--- src/rtl/pipe_hazard_ctrl_pkg.sv ---
// Shared encodings for the miniRV hazard controller: forwarding selects, FSM states, register match.
// Pure declarations; no timing or flow control of its own.
package pipe_hazard_ctrl_pkg;

    localparam int REG_W = 5;

    typedef enum logic [1:0] {
        FWD_RF  = 2'b00,
        FWD_EX  = 2'b01,
        FWD_MEM = 2'b10,
        FWD_WB  = 2'b11
    } fwd_sel_t;

    typedef enum logic {
        ST_RUN      = 1'b0,
        ST_MEM_WAIT = 1'b1
    } state_t;

    // x0 is hardwired zero, so a write to it must never be forwarded.
    function automatic logic reg_match(input logic             rd_en,
                                       input logic [REG_W-1:0] rs,
                                       input logic             we,
                                       input logic [REG_W-1:0] wr);
        return rd_en && we && (wr == rs) && (rs != '0);
    endfunction

    function automatic fwd_sel_t fwd_pick(input logic ex, input logic mem, input logic wb);
        if (ex)  return FWD_EX;
        if (mem) return FWD_MEM;
        if (wb)  return FWD_WB;
        return FWD_RF;
    endfunction

endpackage

--- src/rtl/pipe_hazard_ctrl_fwd_unit.sv ---
// RAW detection at ID: operand forwarding selects (EX > MEM > WB) and load-use detect.
// Purely combinational, zero latency; no flow control.
module pipe_hazard_ctrl_fwd_unit
    import pipe_hazard_ctrl_pkg::*;
(
    input  logic [REG_W-1:0] rs1_i,
    input  logic [REG_W-1:0] rs2_i,
    input  logic             rs1_use_i,
    input  logic             rs2_use_i,
    input  logic [REG_W-1:0] wr_ex_i,
    input  logic             we_ex_i,
    input  logic             is_load_ex_i,
    input  logic [REG_W-1:0] wr_mem_i,
    input  logic             we_mem_i,
    input  logic [REG_W-1:0] wr_wb_i,
    input  logic             we_wb_i,
    output fwd_sel_t         fwd_rs1_o,
    output fwd_sel_t         fwd_rs2_o,
    output logic             load_use_o
);

    logic m1_ex, m1_mem, m1_wb;
    logic m2_ex, m2_mem, m2_wb;

    always_comb begin
        m1_ex  = reg_match(rs1_use_i, rs1_i, we_ex_i,  wr_ex_i);
        m1_mem = reg_match(rs1_use_i, rs1_i, we_mem_i, wr_mem_i);
        m1_wb  = reg_match(rs1_use_i, rs1_i, we_wb_i,  wr_wb_i);
        m2_ex  = reg_match(rs2_use_i, rs2_i, we_ex_i,  wr_ex_i);
        m2_mem = reg_match(rs2_use_i, rs2_i, we_mem_i, wr_mem_i);
        m2_wb  = reg_match(rs2_use_i, rs2_i, we_wb_i,  wr_wb_i);

        fwd_rs1_o  = fwd_pick(m1_ex, m1_mem, m1_wb);
        fwd_rs2_o  = fwd_pick(m2_ex, m2_mem, m2_wb);
        // Load data only exists after MEM, so an EX-stage match on a load cannot forward.
        load_use_o = is_load_ex_i && (m1_ex || m2_ex);
    end

endmodule

--- src/rtl/pipe_hazard_ctrl.sv ---
// Pipeline sequencer: forwarding, load-use bubble, branch flush, data-bus freeze, perf counters.
// Controls are combinational from state+inputs and act at the next edge; a bus wait freezes every stage.
module pipe_hazard_ctrl
    import pipe_hazard_ctrl_pkg::*;
#(
    parameter int CNT_W    = 32,
    parameter int WAIT_MAX = 255,
    parameter int WAIT_W   = 8
) (
    input  logic              cpu_clk,
    input  logic              cpu_rst,
    input  logic [REG_W-1:0]  rs1_ID_i,
    input  logic [REG_W-1:0]  rs2_ID_i,
    input  logic              rs1_use_i,
    input  logic              rs2_use_i,
    input  logic [REG_W-1:0]  wR_EX_i,
    input  logic              rf_we_EX_i,
    input  logic              is_load_EX_i,
    input  logic [REG_W-1:0]  wR_MEM_i,
    input  logic              rf_we_MEM_i,
    input  logic [REG_W-1:0]  wR_WB_i,
    input  logic              rf_we_WB_i,
    input  logic              br_taken_EX_i,
    input  logic              dmem_req_MEM_i,
    input  logic              dmem_ack_i,
    output logic [1:0]        fwd_rs1_o,
    output logic [1:0]        fwd_rs2_o,
    output logic              pc_hold_o,
    output logic              ifid_hold_o,
    output logic              ifid_flush_o,
    output logic              idex_hold_o,
    output logic              idex_flush_o,
    output logic              exmem_hold_o,
    output logic              memwb_bubble_o,
    output logic [CNT_W-1:0]  stall_cnt_o,
    output logic [CNT_W-1:0]  flush_cnt_o,
    output logic              bus_timeout_o
);

    localparam logic [CNT_W-1:0]  CNT_ONE  = CNT_W'(1);
    localparam logic [WAIT_W-1:0] WAIT_ONE = WAIT_W'(1);
    localparam logic [WAIT_W-1:0] WAIT_LIM = WAIT_W'(WAIT_MAX);

    fwd_sel_t fwd1, fwd2;
    logic     load_use;

    pipe_hazard_ctrl_fwd_unit u_fwd (
        .rs1_i        (rs1_ID_i),
        .rs2_i        (rs2_ID_i),
        .rs1_use_i    (rs1_use_i),
        .rs2_use_i    (rs2_use_i),
        .wr_ex_i      (wR_EX_i),
        .we_ex_i      (rf_we_EX_i),
        .is_load_ex_i (is_load_EX_i),
        .wr_mem_i     (wR_MEM_i),
        .we_mem_i     (rf_we_MEM_i),
        .wr_wb_i      (wR_WB_i),
        .we_wb_i      (rf_we_WB_i),
        .fwd_rs1_o    (fwd1),
        .fwd_rs2_o    (fwd2),
        .load_use_o   (load_use)
    );

    state_t            state_q, state_d;
    logic [WAIT_W-1:0] wait_cnt_q, wait_cnt_d;
    logic [CNT_W-1:0]  stall_cnt_q, stall_cnt_d;
    logic [CNT_W-1:0]  flush_cnt_q, flush_cnt_d;
    logic              timeout_q, timeout_d;
    logic              bus_wait;
    logic              pc_hold, ifid_hold, ifid_flush, idex_hold, idex_flush, exmem_hold, memwb_bubble;

    always_comb begin
        bus_wait     = !dmem_ack_i && ((state_q == ST_MEM_WAIT) || dmem_req_MEM_i);
        pc_hold      = 1'b0;
        ifid_hold    = 1'b0;
        ifid_flush   = 1'b0;
        idex_hold    = 1'b0;
        idex_flush   = 1'b0;
        exmem_hold   = 1'b0;
        memwb_bubble = 1'b0;

        // A taken branch seen during a wait stays parked in EX and is flushed in the ack cycle.
        if (bus_wait) begin
            pc_hold      = 1'b1;
            ifid_hold    = 1'b1;
            idex_hold    = 1'b1;
            exmem_hold   = 1'b1;
            memwb_bubble = 1'b1;
        end else if (br_taken_EX_i) begin
            ifid_flush = 1'b1;
            idex_flush = 1'b1;
        end else if (load_use) begin
            pc_hold    = 1'b1;
            ifid_hold  = 1'b1;
            idex_flush = 1'b1;
        end

        state_d = bus_wait ? ST_MEM_WAIT : ST_RUN;
        if (!bus_wait)
            wait_cnt_d = '0;
        else if (state_q == ST_RUN)
            wait_cnt_d = WAIT_ONE;
        else if (wait_cnt_q != '1)
            wait_cnt_d = wait_cnt_q + WAIT_ONE;
        else
            wait_cnt_d = wait_cnt_q;

        timeout_d   = timeout_q || (bus_wait && (wait_cnt_d == WAIT_LIM));
        stall_cnt_d = (pc_hold && (stall_cnt_q != '1))    ? stall_cnt_q + CNT_ONE : stall_cnt_q;
        flush_cnt_d = (ifid_flush && (flush_cnt_q != '1)) ? flush_cnt_q + CNT_ONE : flush_cnt_q;
    end

    always_ff @(posedge cpu_clk or posedge cpu_rst) begin
        if (cpu_rst) begin
            state_q     <= ST_RUN;
            wait_cnt_q  <= '0;
            stall_cnt_q <= '0;
            flush_cnt_q <= '0;
            timeout_q   <= 1'b0;
        end else begin
            state_q     <= state_d;
            wait_cnt_q  <= wait_cnt_d;
            stall_cnt_q <= stall_cnt_d;
            flush_cnt_q <= flush_cnt_d;
            timeout_q   <= timeout_d;
        end
    end

    assign fwd_rs1_o      = fwd1;
    assign fwd_rs2_o      = fwd2;
    assign pc_hold_o      = pc_hold;
    assign ifid_hold_o    = ifid_hold;
    assign ifid_flush_o   = ifid_flush;
    assign idex_hold_o    = idex_hold;
    assign idex_flush_o   = idex_flush;
    assign exmem_hold_o   = exmem_hold;
    assign memwb_bubble_o = memwb_bubble;
    assign stall_cnt_o    = stall_cnt_q;
    assign flush_cnt_o    = flush_cnt_q;
    assign bus_timeout_o  = timeout_q;

endmodule

--- config.mk ---
export PLATFORM = sky130hd
export DESIGN_NAME = pipe_hazard_ctrl
export DESIGN_NICKNAME = d
export VERILOG_FILES = /design/src/rtl/pipe_hazard_ctrl_pkg.sv /design/src/rtl/pipe_hazard_ctrl_fwd_unit.sv /design/src/rtl/pipe_hazard_ctrl.sv
export SDC_FILE = /design/constraint.sdc
export NUM_CORES = 1
export LEC_CHECK = 0
export CORE_MARGIN = 5
export CORE_UTILIZATION = 50
export DETAILED_ROUTE_END_ITERATION = 10
export PLACE_DENSITY = 0.83
export SLEW_MARGIN = 5
export SYNTH_ARGS = -nofsm -noshare
export SYNTH_HDL_FRONTEND = slang
export SYNTH_SLANG_ARGS = --single-unit
--- constraint.sdc ---
create_clock -name cpu_clk -period 6.5 [get_ports cpu_clk]
set_clock_uncertainty 0.2 [all_clocks]
set_input_delay 1.625 -clock cpu_clk [delete_from_list [all_inputs] [get_ports cpu_clk]]
set_output_delay 1.625 -clock cpu_clk [all_outputs]
set_load 0.02 [all_outputs]
==> qor.txt, run 1 <==
CTS Root Cell - clkbuf_8
DPL Wire Length - 7571 microns
FP Rows - 32
n_diodes - 0
die span in y - 98.74 microns
grt ovf - 0
Non-Filler Instances - 603
setup TNS - 0 ns
gpl congestion - 1.033
DR iter-0 viols - 122
buffers added on ports - 111
Overall Global Routing Usage - 21.11%
CTS buffer count - 9
initial antenna violation count - 0
# fillers - 602
CTS tree - yes
dominant cells by area after synthesis - dfrtp_1 47%, xnor2_1 15%, xor2_1 5.8%
drt first pass iters - 4
synthesized area per cell - 10.31 sq um
Remaining DRCs - 0
Buf+Inv Stages, Crit Path - 2
Startpoint Class - primary input
Max stage delay on crit path - 0.56 ns
I/O pin count - 112
most used cell, CP - clkdlybuf4s50_1
slowest stage cell, crit path - or4_1
multi-input logic area - 1999 sq um
Setup crit end kind - output pin
Hold WC Path Type - register to register
CP top delay family - buffers and inverters
die width - 98.74 microns
Commonest cells post-synth - 74 x dfrtp_1, 68 x xnor2_1, 41 x nand2_1
Async S/R FF share, synth - 100.0%
mapped cell area - 3938 sq um
cells after synthesis - 382
Slew Viols, Final - 0
count of unique library cells instantiated by Yosys - 44
Crit. Startpoint - rs1_ID_i[2]
max cap viols - 0
Die Area - 9750 sq um
Sw Pwr - 0.3623 mW
area leader, netlist - dfrtp_1
total area of sequential cells - 1852 sq um
critical-path maximum fanout - 4
dpl cells - 587
pre-CTS WS - 0.6365 ns
initial core utilization - 51.22%
RSZ-0062 raised after global routing - false
post-synthesis sequential area ratio - 47.03%
vias per inst - 5.496
syn nets - 421
hold_ws - 0.2940 ns
Finished Core Util - 69.68%
worst vdd ir - 0.0001325 V
status - completed
flop2flop setup slack - 3.58 ns
clk sinks - 74
fin worst setup slack - 0.5991 ns
maximum clock insertion buffer count - 2
clock transition at the registers of the reported paths - 0.08 ns
Synth Flop Type - dfrtp_1
WS Path Type - primary input to output pin
Final setup viols - 0
Worst Max-Slew Pin Slew - 0.9943 ns
internal power - 0.8853 mW
post_cts resized - 0
Comb pwr share - 21.5%
Synth Register Bits - 74
Setup Fix Bufs, Post-CTS - 0
area delta synth->final - 36.03%
CORE AREA - 7687 sq um
H-tree levels - 3
sequential share of power - 43.9%
Post-CTS Hold Fix Bufs - 0
Final Hold Viols - 0
CP arrival - 4.08 ns
ANT nets after route - 0
most frequent cell after synthesis - dfrtp_1
share of cells above drive strength 1 - 5.988%
vias in the first global route - 3,357
Cell Area, Placed - 5116 sq um
total power - 1.248 mW
Post-synth EDFFs - 0
PwrDens - 232.9 nW/um^2
Design Area, Final - 5356 sq um
fmax - 0.1695 GHz
crit path time final - 5.901 ns
Worst-Skew Late Latency - 0.35 ns
largest net degree at the start of global routing - 40
Data required, critical path - 4.68 ns
Synth top area share - 47.03%
static leakage - 2.175 nW
clock network fraction of design power - 34.6%
sw frac - 29.04%
YS warnings - 0
Routed Wire Length - 10,040 microns
first-pass GRT wire length - 16,680 microns
Via Count - 3,314
hold path start - stall_cnt_o[21]
Routed WL per cell - 16.65 microns
fin nets - 535
Tcrit/Tclk final - 90.78%
crit path cell chain - clkdlybuf4s50_1 -> or4_1 -> o21ai_2 -> nand4b_1 -> nand2_1 -> a21oi_1 -> nor2_1 -> clkdlybuf4s50_1
slew margin rel. - 33.71%
worst r2r src - state_q
[power groups by stage]
stage / combinational, mW / sequential, mW / clock, mW
floorplan: 0.0979 / 0.590 / 0
global placement: 0.264 / 0.554 / 0
detailed placement: 0.269 / 0.555 / 0
CTS: 0.271 / 0.547 / 0.437
global route: 0.286 / 0.556 / 0.459
finish: 0.268 / 0.548 / 0.432
[cell usage in the layout (no fill, tap or decap), types with 3 or more instances in the layout]
master           netlist  final
xor2_1                26     26
inv_1                  5      4
o21a_1                 3      3
nand4_1               29     29
dfrtp_1               74     74
mux2_2                 3      3
and3_1                17     17
nor4_1                 7      7
a21oi_1                5      5
nand3_1               24     24
nor3_1                 8      8
xnor2_1               68     68
ha_1                   3      3
o21ai_0                3      3
clkbuf_8               0      9
clkdlybuf4s50_1        0    111
and2_1                 3      3
nand2_1               41     41
nor2_1                23     23
and4_1                 4      4
bufinv_16              0      3
[routing by layer]
| layer | vias up | track usage [%] | routed length, microns | part of all wire [%] |
|---|---|---|---|---|
| met5 | - | 0 | 0 | 0 |
| met4 | 0 | 9.874 | 301 | 3.0 |
| met3 | 29 | 3.539 | 582 | 5.8 |
| met2 | 117 | 35.18 | 5008 | 50 |
| met1 | 1602 | 26.79 | 4146 | 41 |
| li1 | 1566 | - | - | - |
[sequential cells by signal, summed over array words and instances (netlist names)]
signal,count
wait_cnt_q,8
stall_cnt_o,32
flush_cnt_o,32
bus_timeout_o,1
state_q,1
[final cells by class]
cell class,count,share of cell area (%)
well taps,102,2.383
clock inverters,7,2.172
repair buffers,112,20.88
multi-input cells,294,37.33
flip-flops and latches,74,34.57
clock buffers,9,2.313
inverters,5,0.3504
[kinds of logic after synthesis]
group | share of synthesized area, %
multiplexers | 1.112
buffers and inverters | 2.192
flip-flops | 47.03
adder cells (fa/ha/maj) | 0.9534
AO/OA/AOI/OAI | 4.512
XOR/XNOR | 20.91
AND/OR/NAND/NOR | 23.29
[path summary, 6_finish.rpt]
check	end	cells after the start
max	idex_flush_o	8
min	stall_cnt_o[21]	1
max reg2reg	stall_cnt_o[12]	7
min reg2reg	stall_cnt_o[21]	1
max in group asynchronous	wait_cnt_q[1]	3
min in group asynchronous	flush_cnt_o[11]	2
(Power assumes the default switching activity.)
==> run 2, diff against run 1 <==
Settings changed: CAP_MARGIN set to 20, CORE_UTILIZATION 50 to 49, PLACE_DENSITY 0.83 to 0.82.
==> qor.txt, run 2 (synthesized netlist as in run 1, its figures left out) <==
gpl congestion - 0.9193 (was 1.033)
Max stage delay on crit path - 0.68 ns (was 0.56 ns)
drt first pass iters - 4 (unchanged)
Die Area - 9928 sq um (was 9750 sq um)
hold_ws - 0.2895 ns (was 0.2940 ns)
PwrDens - 218.0 nW/um^2 (was 232.9 nW/um^2)
maximum clock insertion buffer count - 2 (unchanged)
total power - 1.156 mW (was 1.248 mW)
internal power - 0.8064 mW (was 0.8853 mW)
clk sinks - 74 (unchanged)
worst vdd ir - 0.00008808 V (was 0.0001325 V)
CTS Root Cell - clkbuf_8 (unchanged)
sw frac - 30.24% (was 29.04%)
worst r2r src - state_q (unchanged)
Buf+Inv Stages, Crit Path - 2 (unchanged)
hold path start - flush_cnt_o[26] (was stall_cnt_o[21])
Comb pwr share - 22.7% (was 21.5%)
buffers added on ports - 111 (unchanged)
RSZ-0062 raised after global routing - false (unchanged)
I/O pin count - 112 (unchanged)
reg-to-reg endpoint - stall_cnt_o[12] (unchanged)
slowest stage cell, crit path - clkdlybuf4s50_1 (was or4_1)
Worst-Skew Late Latency - 0.34 ns (was 0.35 ns)
total area of sequential cells - 1852 sq um (unchanged)
initial core utilization - 50.69% (was 51.22%)
CP arrival - 3.99 ns (was 4.08 ns)
fin nets - 535 (unchanged)
crit path time final - 5.814 ns (was 5.901 ns)
Overall Global Routing Usage - 20.40% (was 21.11%)
sequential share of power - 47.8% (was 43.9%)
pre-CTS WS - 0.6832 ns (was 0.6365 ns)
flop2flop setup slack - 3.68 ns (was 3.58 ns)
Hold WC Path Type - register to register (unchanged)
largest net degree at the start of global routing - 75 (was 40)
CTS tree - yes (unchanged)
CTS buffer count - 9 (unchanged)
die span in y - 99.64 microns (was 98.74 microns)
Remaining DRCs - 0 (unchanged)
Sw Pwr - 0.3496 mW (was 0.3623 mW)
initial antenna violation count - 0 (unchanged)
most frequent cells in the layout - 111 x clkdlybuf4s50_1, 74 x dfrtp_1, 68 x xnor2_1, 41 x nand2_1, 29 x nand4_1 (unchanged)
clock transition at the registers of the reported paths - 0.08 ns (about the same)
FP Rows - 32 (unchanged)
ANT nets after route - 0 (unchanged)
status - completed (unchanged)
clock network fraction of design power - 29.5% (was 34.6%)
Final setup viols - 0 (unchanged)
area delta synth->final - 34.67% (was 36.03%)
critical-path maximum fanout - 7 (was 4)
max cap viols - 0 (unchanged)
fin worst setup slack - 0.6857 ns (was 0.5991 ns)
multi-input logic area - 1999 sq um (unchanged)
static leakage - 2.145 nW (was 2.175 nW)
Via Count - 3,267 (was 3,314)
Slew Viols, Final - 0 (unchanged)
Non-Filler Instances - 603 (unchanged)
fmax - 0.1720 GHz (was 0.1695 GHz)
# fillers - 637 (was 602)
H-tree levels - 3 (unchanged)
Routed Wire Length - 9729 microns (was 10,040 microns)
Tcrit/Tclk final - 89.45% (was 90.78%)
grt ovf - 0 (unchanged)
Post-CTS Hold Fix Bufs - 0 (unchanged)
share of cells above drive strength 1 - 5.589% (was 5.988%)
post_cts resized - 0 (unchanged)
worst hold path depth - 1 (unchanged)
commonest non-fill, non-tap cell in the layout - clkdlybuf4s50_1 (unchanged)
Worst Max-Slew Pin Slew - 0.9432 ns (was 0.9943 ns)
Worst Reg2Reg Path Length in Cells - 7 (unchanged)
Setup Fix Bufs, Post-CTS - 0 (unchanged)
dpl cells - 587 (unchanged)
vias per inst - 5.418 (was 5.496)
crit path cell chain - clkdlybuf4s50_1 -> xor2_1 -> nor4_1 -> nand4b_1 -> a31oi_4 -> clkdlybuf4s50_1 (was clkdlybuf4s50_1 -> or4_1 -> o21ai_2 -> nand4b_1 -> nand2_1 -> a21oi_1 -> nor2_1 -> clkdlybuf4s50_1)
CP top delay family - buffers and inverters (unchanged)
slew margin rel. - 37.12% (was 33.71%)
DR iter-0 viols - 173 (was 122)
DPL Wire Length - 7596 microns (was 7571 microns)
Data required, critical path - 4.68 ns (about the same)
most used cell, CP - clkdlybuf4s50_1 (unchanged)
vias in the first global route - 3,328 (was 3,357)
CORE AREA - 7767 sq um (was 7687 sq um)
die width - 99.64 microns (was 98.74 microns)
Setup crit end kind - output pin (unchanged)
first-pass GRT wire length - 16,060 microns (was 16,680 microns)
Crit path depth - 6 (was 8)
n_diodes - 0 (unchanged)
WS Path Type - primary input to output pin (unchanged)
Routed WL per cell - 16.13 microns (was 16.65 microns)
setup TNS - 0 ns (unchanged)
Final Hold Viols - 0 (unchanged)
WHS Endpoint - flush_cnt_o[26] (was stall_cnt_o[21])
Startpoint Class - primary input (unchanged)
[run 2: cell count changes in the layout (fill, tap and decap cells not counted), sizes merged]
cell      previous run  this run
clkinvlp             1         2
bufinv               3         1
clkbuf               9        11
inv                  6         5
[run 2: worst reg2reg max path: cells and delay by family (launching register included)]
kind            cells  cell delay [ns]
compound gates      4             1.39
simple gates        2             0.56
flops               1             0.45
xor+xnor            1             0.16
[run 2: routing by layer]
metal	part of all wire (%)	GRT usage, %
met1	40	24.53
met4	3.4	10.92
met2	50	33.42
met3	6.5	5.400
met5	0	0
[run 2: final cells by class]
type | count | share of cell area (%)
repair buffers | 112 | 21.09
inverters | 5 | 0.3539
clock inverters | 5 | 1.038
multi-input cells | 294 | 37.71
clock buffers | 11 | 2.478
flip-flops and latches | 74 | 34.92
well taps | 102 | 2.407
[run 2: power groups by stage]
stage | registers (mW) | clock network (mW) | logic, mW
CTS | 0.552 | 0.348 | 0.266
finish | 0.552 | 0.341 | 0.263
detailed placement | 0.561 | 0 | 0.265
global route | 0.559 | 0.368 | 0.282
global placement | 0.559 | 0 | 0.260
floorplan | 0.590 | 0 | 0.0979
[run 2: how the worst max path moves through the flow]
| stage | endpoint | slack [ns] | start |
|---|---|---|---|
| floorplan | fwd_rs1_o[0] | 1.72 | rs1_ID_i[1] |
| detailed placement | idex_flush_o | 0.68 | rs2_ID_i[2] |
| CTS | idex_flush_o | 0.68 | rs2_ID_i[2] |
| global route | pc_hold_o | 0.51 | rs1_ID_i[2] |
| global placement | pc_hold_o | 0.71 | rs2_ID_i[2] |
| finish | pc_hold_o | 0.69 | rs1_ID_i[2] |
[run 2: stage by stage]
step	util, %	cell area, sq um
2_1_floorplan	-	3938
3_3_place_gp	65.87	5116
3_5_place_dp	65.87	5116
4_1_cts	68.27	5303
5_1_grt	68.27	5303
6_report	68.27	5303
